`config.mk`:
```
export PLATFORM = sky130hd
export DESIGN_NAME = fetch_unit_flat
export DESIGN_NICKNAME = d
export VERILOG_FILES = /design/src/rtl/fetch_unit_if.sv /design/src/rtl/fetch_unit.sv /design/src/flat_wrapper.sv
export SDC_FILE = /design/constraint.sdc
export NUM_CORES = 1
export LEC_CHECK = 0
export ABC_CLOCK_PERIOD_IN_PS = 4800
export BUFFER_PORTS_ARGS = -buffer_cell sky130_fd_sc_hd__buf_2
export CORE_UTILIZATION = 59
export DETAILED_ROUTE_END_ITERATION = 8
export PLACE_DENSITY = 0.82
export SKIP_CTS_REPAIR_TIMING = 1
export SYNTH_ARGS = -nofsm -noshare
export SYNTH_HDL_FRONTEND = slang
export SYNTH_SLANG_ARGS = --single-unit
```
`constraint.sdc`:
```
create_clock -name clk -period 4.8 [get_ports clk]
set_clock_uncertainty 0.05 [all_clocks]
set_input_delay 1.2 -clock clk [delete_from_list [all_inputs] [get_ports clk]]
set_output_delay 1.2 -clock clk [all_outputs]
set_load 0.02 [all_outputs]
```
`src/rtl/fetch_unit_if.sv`:
```
// fetch_unit_if: redirect, instruction-memory and decode handshakes of the fetch front end
interface fetch_unit_if #(
  parameter int XLEN = 32
);
  logic            redirect_valid;
  logic [XLEN-1:0] redirect_pc;
  logic            imem_req_valid;
  logic            imem_req_ready;
  logic [XLEN-1:0] imem_req_addr;
  logic            imem_rsp_valid;
  logic [31:0]     imem_rsp_data;
  logic            inst_valid;
  logic            inst_ready;
  logic [XLEN-1:0] inst_pc;
  logic [31:0]     inst_data;
  modport master (
    input  redirect_valid, redirect_pc, imem_req_ready, imem_rsp_valid, imem_rsp_data, inst_ready,
    output imem_req_valid, imem_req_addr, inst_valid, inst_pc, inst_data
  );
  modport slave (
    output redirect_valid, redirect_pc, imem_req_ready, imem_rsp_valid, imem_rsp_data, inst_ready,
    input  imem_req_valid, imem_req_addr, inst_valid, inst_pc, inst_data
  );
endinterface

```
`src/rtl/fetch_unit.sv`:
```
// fetch_unit: pipelined instruction fetch with in-flight pc tags, instruction FIFO and redirect flush
module fetch_unit #(
  parameter int              XLEN     = 32,
  parameter logic [XLEN-1:0] RESET_PC = '0,
  parameter int              DEPTH    = 4
) (
  input logic          clk,
  input logic          reset,
  fetch_unit_if.master bus
);
  localparam int AW = (DEPTH > 1) ? $clog2(DEPTH) : 1;
  localparam int CW = $clog2(DEPTH + 1);
  logic [XLEN-1:0] fetch_pc_q, fetch_pc_d;
  logic [CW-1:0]   count_q, count_d, out_q, out_d, drop_q, drop_d;
  logic [AW-1:0]   rd_q, rd_d, wr_q, wr_d, tag_rd_q, tag_rd_d, tag_wr_q, tag_wr_d;
  logic [XLEN-1:0] pc_mem   [DEPTH];
  logic [31:0]     data_mem [DEPTH];
  logic [XLEN-1:0] tag_mem  [DEPTH];
  logic            credit_ok, req_fire, rsp_fire, pop, push, redirect;
  assign credit_ok          = ({1'b0, count_q} + {1'b0, out_q}) < (CW + 1)'(DEPTH);
  assign bus.imem_req_valid = reset & credit_ok;
  assign bus.imem_req_addr  = reset ? fetch_pc_q : '0;
  assign bus.inst_valid     = reset & (count_q != '0);
  assign bus.inst_pc        = bus.inst_valid ? pc_mem[rd_q] : '0;
  assign bus.inst_data      = bus.inst_valid ? data_mem[rd_q] : '0;
  assign req_fire           = bus.imem_req_valid & bus.imem_req_ready;
  assign rsp_fire           = bus.imem_rsp_valid;
  assign pop                = bus.inst_valid & bus.inst_ready;
  assign redirect           = bus.redirect_valid;
  assign push               = rsp_fire & (drop_q == '0) & ~redirect;
  // next-state: credits, drop accounting, FIFO and tag-queue pointers, redirect flush
  always_comb begin
    out_d      = out_q + CW'(req_fire) - CW'(rsp_fire);
    fetch_pc_d = redirect ? (bus.redirect_pc & ~XLEN'(3)) : req_fire ? fetch_pc_q + XLEN'(4) : fetch_pc_q;
    drop_d     = redirect ? out_d : (rsp_fire && drop_q != '0) ? drop_q - CW'(1) : drop_q;
    count_d    = redirect ? '0 : count_q + CW'(push) - CW'(pop);
    rd_d       = redirect ? '0 : pop ? rd_q + 1'b1 : rd_q;
    wr_d       = redirect ? '0 : push ? wr_q + 1'b1 : wr_q;
    tag_wr_d   = req_fire ? tag_wr_q + 1'b1 : tag_wr_q;
    tag_rd_d   = rsp_fire ? tag_rd_q + 1'b1 : tag_rd_q;
  end
  // control state; reset (active low) overrides redirect and all handshakes
  always_ff @(posedge clk) begin
    if (!reset) begin
      fetch_pc_q <= RESET_PC;
      count_q    <= '0;
      out_q      <= '0;
      drop_q     <= '0;
      rd_q       <= '0;
      wr_q       <= '0;
      tag_rd_q   <= '0;
      tag_wr_q   <= '0;
    end else begin
      fetch_pc_q <= fetch_pc_d;
      count_q    <= count_d;
      out_q      <= out_d;
      drop_q     <= drop_d;
      rd_q       <= rd_d;
      wr_q       <= wr_d;
      tag_rd_q   <= tag_rd_d;
      tag_wr_q   <= tag_wr_d;
    end
  end
  // storage: in-flight pc tags on request, {tag, instruction} into FIFO on kept response
  always_ff @(posedge clk) begin
    if (reset && req_fire) tag_mem[tag_wr_q] <= fetch_pc_q;
    if (reset && push) begin
      pc_mem[wr_q]   <= tag_mem[tag_rd_q];
      data_mem[wr_q] <= bus.imem_rsp_data;
    end
  end
  // a response with nothing outstanding breaks the memory protocol
  always_ff @(posedge clk) begin
    if (reset && bus.imem_rsp_valid) assert (out_q != '0);
  end
endmodule

```
`src/flat_wrapper.sv`:
```
// flat-port wrapper written by rule: the top's interface ports become plain ports
module fetch_unit_flat 
#(
  parameter int              XLEN     = 32,
  parameter logic [XLEN-1:0] RESET_PC = '0,
  parameter int              DEPTH    = 4
)
  (clk, reset, bus_redirect_valid, bus_redirect_pc, bus_imem_req_ready, bus_imem_rsp_valid, bus_imem_rsp_data, bus_inst_ready, bus_imem_req_valid, bus_imem_req_addr, bus_inst_valid, bus_inst_pc, bus_inst_data);
  fetch_unit_if #(.XLEN(XLEN)) bus_i ();
  input logic clk;
  input logic reset;
  input wire logic [$bits(bus_i.redirect_valid)-1:0] bus_redirect_valid;
  input wire logic [$bits(bus_i.redirect_pc)-1:0] bus_redirect_pc;
  input wire logic [$bits(bus_i.imem_req_ready)-1:0] bus_imem_req_ready;
  input wire logic [$bits(bus_i.imem_rsp_valid)-1:0] bus_imem_rsp_valid;
  input wire logic [$bits(bus_i.imem_rsp_data)-1:0] bus_imem_rsp_data;
  input wire logic [$bits(bus_i.inst_ready)-1:0] bus_inst_ready;
  output wire logic [$bits(bus_i.imem_req_valid)-1:0] bus_imem_req_valid;
  output wire logic [$bits(bus_i.imem_req_addr)-1:0] bus_imem_req_addr;
  output wire logic [$bits(bus_i.inst_valid)-1:0] bus_inst_valid;
  output wire logic [$bits(bus_i.inst_pc)-1:0] bus_inst_pc;
  output wire logic [$bits(bus_i.inst_data)-1:0] bus_inst_data;
  assign bus_i.redirect_valid = bus_redirect_valid;
  assign bus_i.redirect_pc = bus_redirect_pc;
  assign bus_i.imem_req_ready = bus_imem_req_ready;
  assign bus_i.imem_rsp_valid = bus_imem_rsp_valid;
  assign bus_i.imem_rsp_data = bus_imem_rsp_data;
  assign bus_i.inst_ready = bus_inst_ready;
  assign bus_imem_req_valid = bus_i.imem_req_valid;
  assign bus_imem_req_addr = bus_i.imem_req_addr;
  assign bus_inst_valid = bus_i.inst_valid;
  assign bus_inst_pc = bus_i.inst_pc;
  assign bus_inst_data = bus_i.inst_data;
  fetch_unit #(.XLEN(XLEN), .RESET_PC(RESET_PC), .DEPTH(DEPTH)) u_core (.clk(clk), .reset(reset), .bus(bus_i));
endmodule
```
== Word-level counts from Yosys, hierarchy flattened ==
Memories as Yosys holds them, arrays and structs flattened. A register that Yosys moved wholly into a read port is not among the register bits.
Index checks and enable logic that the tools add are counted.
Widths: inputs -> output; s select.

* $add $sub $neg: 11
* Order comparisons: 1
* Multiplexer cells: 17
* Bitwise operators: 8
* Reductions and logical operators: 9

{| class="wikitable"
|+ Operators with widths
! kind !! number
|-
| $mux 32 || 5
|-
| $add 32x3->32 const B || 1
|-
| $mux 2 || 6
|-
| $add 2x1->2 const B || 4
|-
| $add 3x1->3 || 2
|-
| $and 1x1->1 || 6
|-
| $mux 3 || 2
|-
| $reduce_bool 3->1 || 2
|-
| $sub 3x1->3 || 2
|-
| $add 3x3->4 || 1
|-
| $lt 4x3->1 const B || 1
|-
| $mux 1 || 4
|-
| $reduce_bool 2->1 || 2
|-
| $logic_and 1x1->1 || 3
|-
| $logic_not 3->1 || 1
|-
| $sub 3x1->3 const B || 1
|-
| $not 1->1 || 2
|-
| $reduce_or 2->1 || 1
|}

* Flip-flop bits (word level): 49
* RAM bits: 384
* Bits of input ports: 70
* Output and inout port bits: 98
* Logic and storage cells: 58
* Memories: 3

{| class="wikitable"
|+ Memory list
! name !! depth !! bits a word !! read ports !! clocked after memory_dff !! wr ports !! line !! RTL
|-
| u_core.data_mem || 4 || 32 || 1 || 1 || 1 || fetch_unit.sv:17 || <nowiki>logic [31:0] data_mem [DEPTH];</nowiki>
|-
| u_core.pc_mem || 4 || 32 || 1 || 1 || 1 || fetch_unit.sv:16 || <nowiki>logic [XLEN-1:0] pc_mem [DEPTH];</nowiki>
|-
| u_core.tag_mem || 4 || 32 || 1 || 1 || 1 || fetch_unit.sv:18 || <nowiki>logic [XLEN-1:0] tag_mem [DEPTH];</nowiki>
|}

== Logic depth before layout (Yosys ltp) ==
* Depth in word-level cells: 7
* Mapped depth: 9
* Mapped depth without buffers: 8

== Worst setup path after synthesis ==
Ideal clock, no wire load.

* Path kind: input port to flip-flop
* Start: in bus_redirect_valid
* End: mem u_core.data_mem[0][0], enable pin
* Setup time: 0.427 ns
* Arrival time: 3.350 ns
* Data required time: 4.323 ns
* Path slack: 0.973 ns
* Stages on the path: 5
* Cells stage by stage: clkbuf_1 nand2b_1 clkbuf_1 nor2_1 and2_1

* Cells in the longest elaborated chain, start to end: 5

{| class="wikitable"
|+ RTL lines
! element !! line !! RTL
|-
| start: declaration || flat_wrapper.sv:12 || <nowiki>input wire logic [$bits(bus_i.redirect_valid)-1:0] bus_redirect_valid;</nowiki>
|-
| $not 1->1 || fetch_unit.sv:30 || <nowiki>assign push = rsp_fire & (drop_q == '0) & ~redirect;</nowiki>
|-
| $and 1x1->1 || fetch_unit.sv:30 ||
|-
| $logic_and 1x1->1 || fetch_unit.sv:67 || <nowiki>if (reset && push) begin</nowiki>
|-
| $mux 1 || fetch_unit.sv:67 ||
|-
| $mux 1 (not written as such) || fetch_unit.sv:69 || <nowiki>data_mem[wr_q] <= bus.imem_rsp_data;</nowiki>
|-
| end: declaration || fetch_unit.sv:17 ||
|}

No other way between the ends.

==> Flow_metrics.wiki <==
{| class="wikitable"
! Metric !! Value
|-
| Largest delay contributor family on the critical path || flip-flops
|-
| Vias per cell || between 5 and 6
|-
| Number of iterations in the first detailed-routing pass || 4
|-
| Grt ovf || 0
|-
| Post-Synthesis Mean Instance Area || 17.8 um2
|-
| Mean routed wirelength per cell || 22.1 um
|-
| Port-buffer cells || between 150 and 200
|-
| TritonCTS clock tree || built
|-
| Combinational power share || 7.4%
|-
| Part of the cycle the worst path needs || 78.8%
|-
| Measured slew at the worst slew-check pin || 0.940 ns
|-
| Weighted congestion reported at the end of routability-driven placement || 0.807
|-
| Number of inserted filler cells in the final layout || 1768
|-
| Root Buffer Master || sky130_fd_sc_hd__clkbuf_16
|-
| Fraction of final layout cells sized beyond drive strength 1 || between 20 and 30%
|-
| Worst min-delay path class || flip-flop to flip-flop
|-
| Crit-path max cell delay || 0.70 ns
|-
| Outcome || finished, final reports clean
|-
| Number of storage elements in the synthesis netlist || 419
|-
| TritonCTS sink count || 419
|-
| Area of the placeable core || 0.0279 mm2
|-
| Post-synth top area share || 65.5%
|-
| Die footprint || 0.0293 mm2
|-
| Crit path arrival time || around 2.5 ns
|-
| Number of global-route vias before repair || 9101
|-
| Worst Hold Slack || 0.501 ns
|-
| Cell at the slowest stage of the critical path || sky130_fd_sc_hd__dfxtp_4
|-
| Synth-to-layout area growth || 15.3%
|-
| Share of synthesized flip-flops with an asynchronous set or reset || 0%
|-
| HPWL reported at the end of detailed placement || 18.8 mm
|-
| Crit-path max FO || 24
|-
| # IOs || roughly 170
|-
| Leading cell types in the layout, fill and taps excluded || sky130_fd_sc_hd__edfxtp_1, sky130_fd_sc_hd__buf_2, sky130_fd_sc_hd__and2_1
|-
| Cell types occupying the most area after synthesis || sky130_fd_sc_hd__edfxtp_1, sky130_fd_sc_hd__mux4_2, sky130_fd_sc_hd__dfxtp_1, sky130_fd_sc_hd__and2_1, sky130_fd_sc_hd__ha_1
|-
| Number of max-cap violations || 0
|-
| Pin count of the biggest net entering global routing || between 70 and 80
|-
| Number of DRC markers in iteration 0 || 634
|-
| Switching Fraction || 22.0%
|-
| Core Rows || approximately 60
|-
| RSZ-0062 raised after global routing || no
|-
| Vertical die dimension || 171 um
|-
| Critical path launch point type || flip-flop
|-
| Critical path endpoint category || primary output
|-
| Post-DRT Antenna Nets || 0
|-
| Share of the yosys chip area belonging to registers || 71.6%
|-
| Initial standard-cell utilization of the core || 60.4%
|-
| Biggest area consumer among synthesized cells || sky130_fd_sc_hd__edfxtp_1
|-
| Leading cell type in the layout, fill and taps excluded || sky130_fd_sc_hd__edfxtp_1
|-
| Setup Total Neg Slack || 0 ns
|-
| First-pass GRT wire length || 51.6 mm
|-
| # setup viols final || 0
|-
| Power per cell area || 408 mW/mm2
|-
| Maximum operating frequency || 264 MHz
|-
| DRC Markers || 0
|-
| Number of buffer and inverter stages on the critical path || 2
|-
| Clock slew seen by the registers of the worst setup and hold paths || approximately 0.060 ns
|-
| Antenna cells || 0
|-
| Post-Syn Instances || 948
|-
| Net switching power figure || 0.00174 W
|-
| Part of the total power dissipated in sequential elements || 53.5%
|-
| Number of hold violations in the final report || 0
|-
| Internal || approximately 0.0062 W
|-
| Clk pwr share || 39.0%
|-
| Critical path cell sequence || buf_4, mux4_2, and2_1, buf_2
|-
| Required time worst endpoint || 3.55 ns
|-
| Pins over their slew limit || 0
|-
| Routed Wire Length || approximately 34 mm
|-
| Total Routing Usage GR || 23.7%
|-
| Kind of critical path || flip-flop to primary output
|-
| Clock latency on the worst-skew pair || 0.53 ns
|-
| Width of the die || 171 um
|-
| Max-slew headroom || 37.3%
|-
| Antenna violations before repair || 0
|-
| Area of the mapped netlist || 0.0169 mm2
|-
| Synth warn || 0
|-
| Number of levels the H-tree was split into || 2
|-
| Vias || 9150
|-
| Post-synth top flop || sky130_fd_sc_hd__edfxtp_1
|-
| Number of synthesized flops with an enable pin || 368
|-
| TritonCTS buffer count || slightly above 40
|-
| Unique cell type count in the Yosys netlist || 54
|-
| Leak Pwr || approximately 6.7 nW
|-
| Shortest period the worst path allows || 3.78 ns
|-
| Nets || 1205
|-
| Maximum clock insertion buffer count || 3
|-
| IR drop worst, VDD || 321 uV
|}
## worst reg2reg max path: stages, from the launching register on
cell and delay (ns):
sky130_fd_sc_hd__dfxtp_1 0.39, sky130_fd_sc_hd__ha_1 0.27, sky130_fd_sc_hd__nor4b_1 0.53, sky130_fd_sc_hd__and3_1 0.50, sky130_fd_sc_hd__and2_1 0.24, sky130_fd_sc_hd__buf_4 0.43
## cell families after synthesis
family / count (synthesis) / share of synthesized area (%)
compound gates: 79 / 3.09
buf+inv: 74 / 1.77
mux: 95 / 12.5
simple gates: 245 / 8.77
other cells: 1 / 0.0222
xor+xnor: 16 / 0.831
fa+ha+maj: 19 / 1.50
flops: 419 / 71.6
## routing by layer
| layer | up-vias | track usage, % | wire, um |
|---|---|---|---|
| met5 | - | 0 | 0 |
| met4 | 0 | 5.94 | 529 |
| met3 | 43 | 3.89 | 2210 |
| met2 | 364 | 40.4 | 16900 |
| met1 | 4652 | 32.2 | 14000 |
| li1 | 4091 | - | - |
## per-stage QoR
| step | total power, W | utilization (%) | cells | cell area, um2 | setup slack (ns) |
|---|---|---|---|---|---|
| after global placement | 0.00488 | 64.9 | 1451 | 18100 | 1.01 |
| final | 0.00794 | 69.6 | 1526 | 19400 | 1.02 |
| after CTS | 0.00799 | 69.6 | 1526 | 19400 | 0.948 |
| after floorplan | 0.00469 | - | 951 | 16900 | 0.973 |
| after global routing | 0.00818 | 69.6 | 1526 | 19400 | 0.838 |
| after detailed placement | 0.00491 | 64.9 | 1451 | 18100 | 0.951 |
## Yosys cell counts (all sizes together), types with 3 or more instances
library cell  number
buf               16
mux2i              3
nor2b              7
or4                7
edfxtp           368
xor2               5
nand2b             7
and3               6
and2             112
o311a              3
o21ai             29
a211oi             8
and4               8
nor3               8
nor2              17
nor4               8
a311oi             4
mux4              92
nor3b              3
nand3             15
a31oi              7
a211o              3
nor4b              3
nand4             15
or3                7
inv               17
ha                17
nand2             15
dfxtp             51
a21oi             10
xnor2             11
clkbuf            40
## sequential cells by signal, indices dropped and copies added (netlist names), named ones only
name / cells
u_core.tag_rd_q: 2
u_core.rd_q: 2
u_core.tag_wr_q: 2
u_core.drop_q: 3
u_core.wr_q: 2
u_core.out_q: 3
u_core.pc_mem: 120
u_core.data_mem: 128
u_core.fetch_pc_q: 30
u_core.count_q: 3
u_core.tag_mem: 120
## power by group through the flow
stage / logic, W / clock network [W] / registers, W
floorplan: 0.000422 / 0 / 0.00427
finish: 0.000589 / 0.00310 / 0.00425
CTS: 0.000596 / 0.00315 / 0.00425
global route: 0.000651 / 0.00327 / 0.00426
detailed placement: 0.000587 / 0 / 0.00432
global placement: 0.000568 / 0 / 0.00431
## area by class of cell
type | count | area (um2) | area share, %
Tap cell | 378 | 473 | 2.43
Multi-Input combinational cell | 458 | 4520 | 23.3
Clock buffer | 50 | 1100 | 5.67
Inverter | 18 | 67.6 | 0.347
Timing Repair Buffer | 178 | 996 | 5.12
Clock inverter | 25 | 205 | 1.06
Sequential cell | 419 | 12100 | 62.1
## path summary, 6_finish.rpt
| check | from | end | slack (ns) | cells after the start |
|---|---|---|---|---|
| setup / recovery | flip-flop | bus_inst_pc[8] | 1.02 | 4 |
| hold / removal | u_core.rd_q[1] | flip-flop | 0.50 | 2 |
| setup reg to reg | u_core.count_q[2] | u_core.tag_mem[2][9] | 1.99 | 5 |
| hold reg to reg | u_core.rd_q[1] | flip-flop | 0.50 | 2 |
No activity file was read; power rests on OpenSTA's default activity.
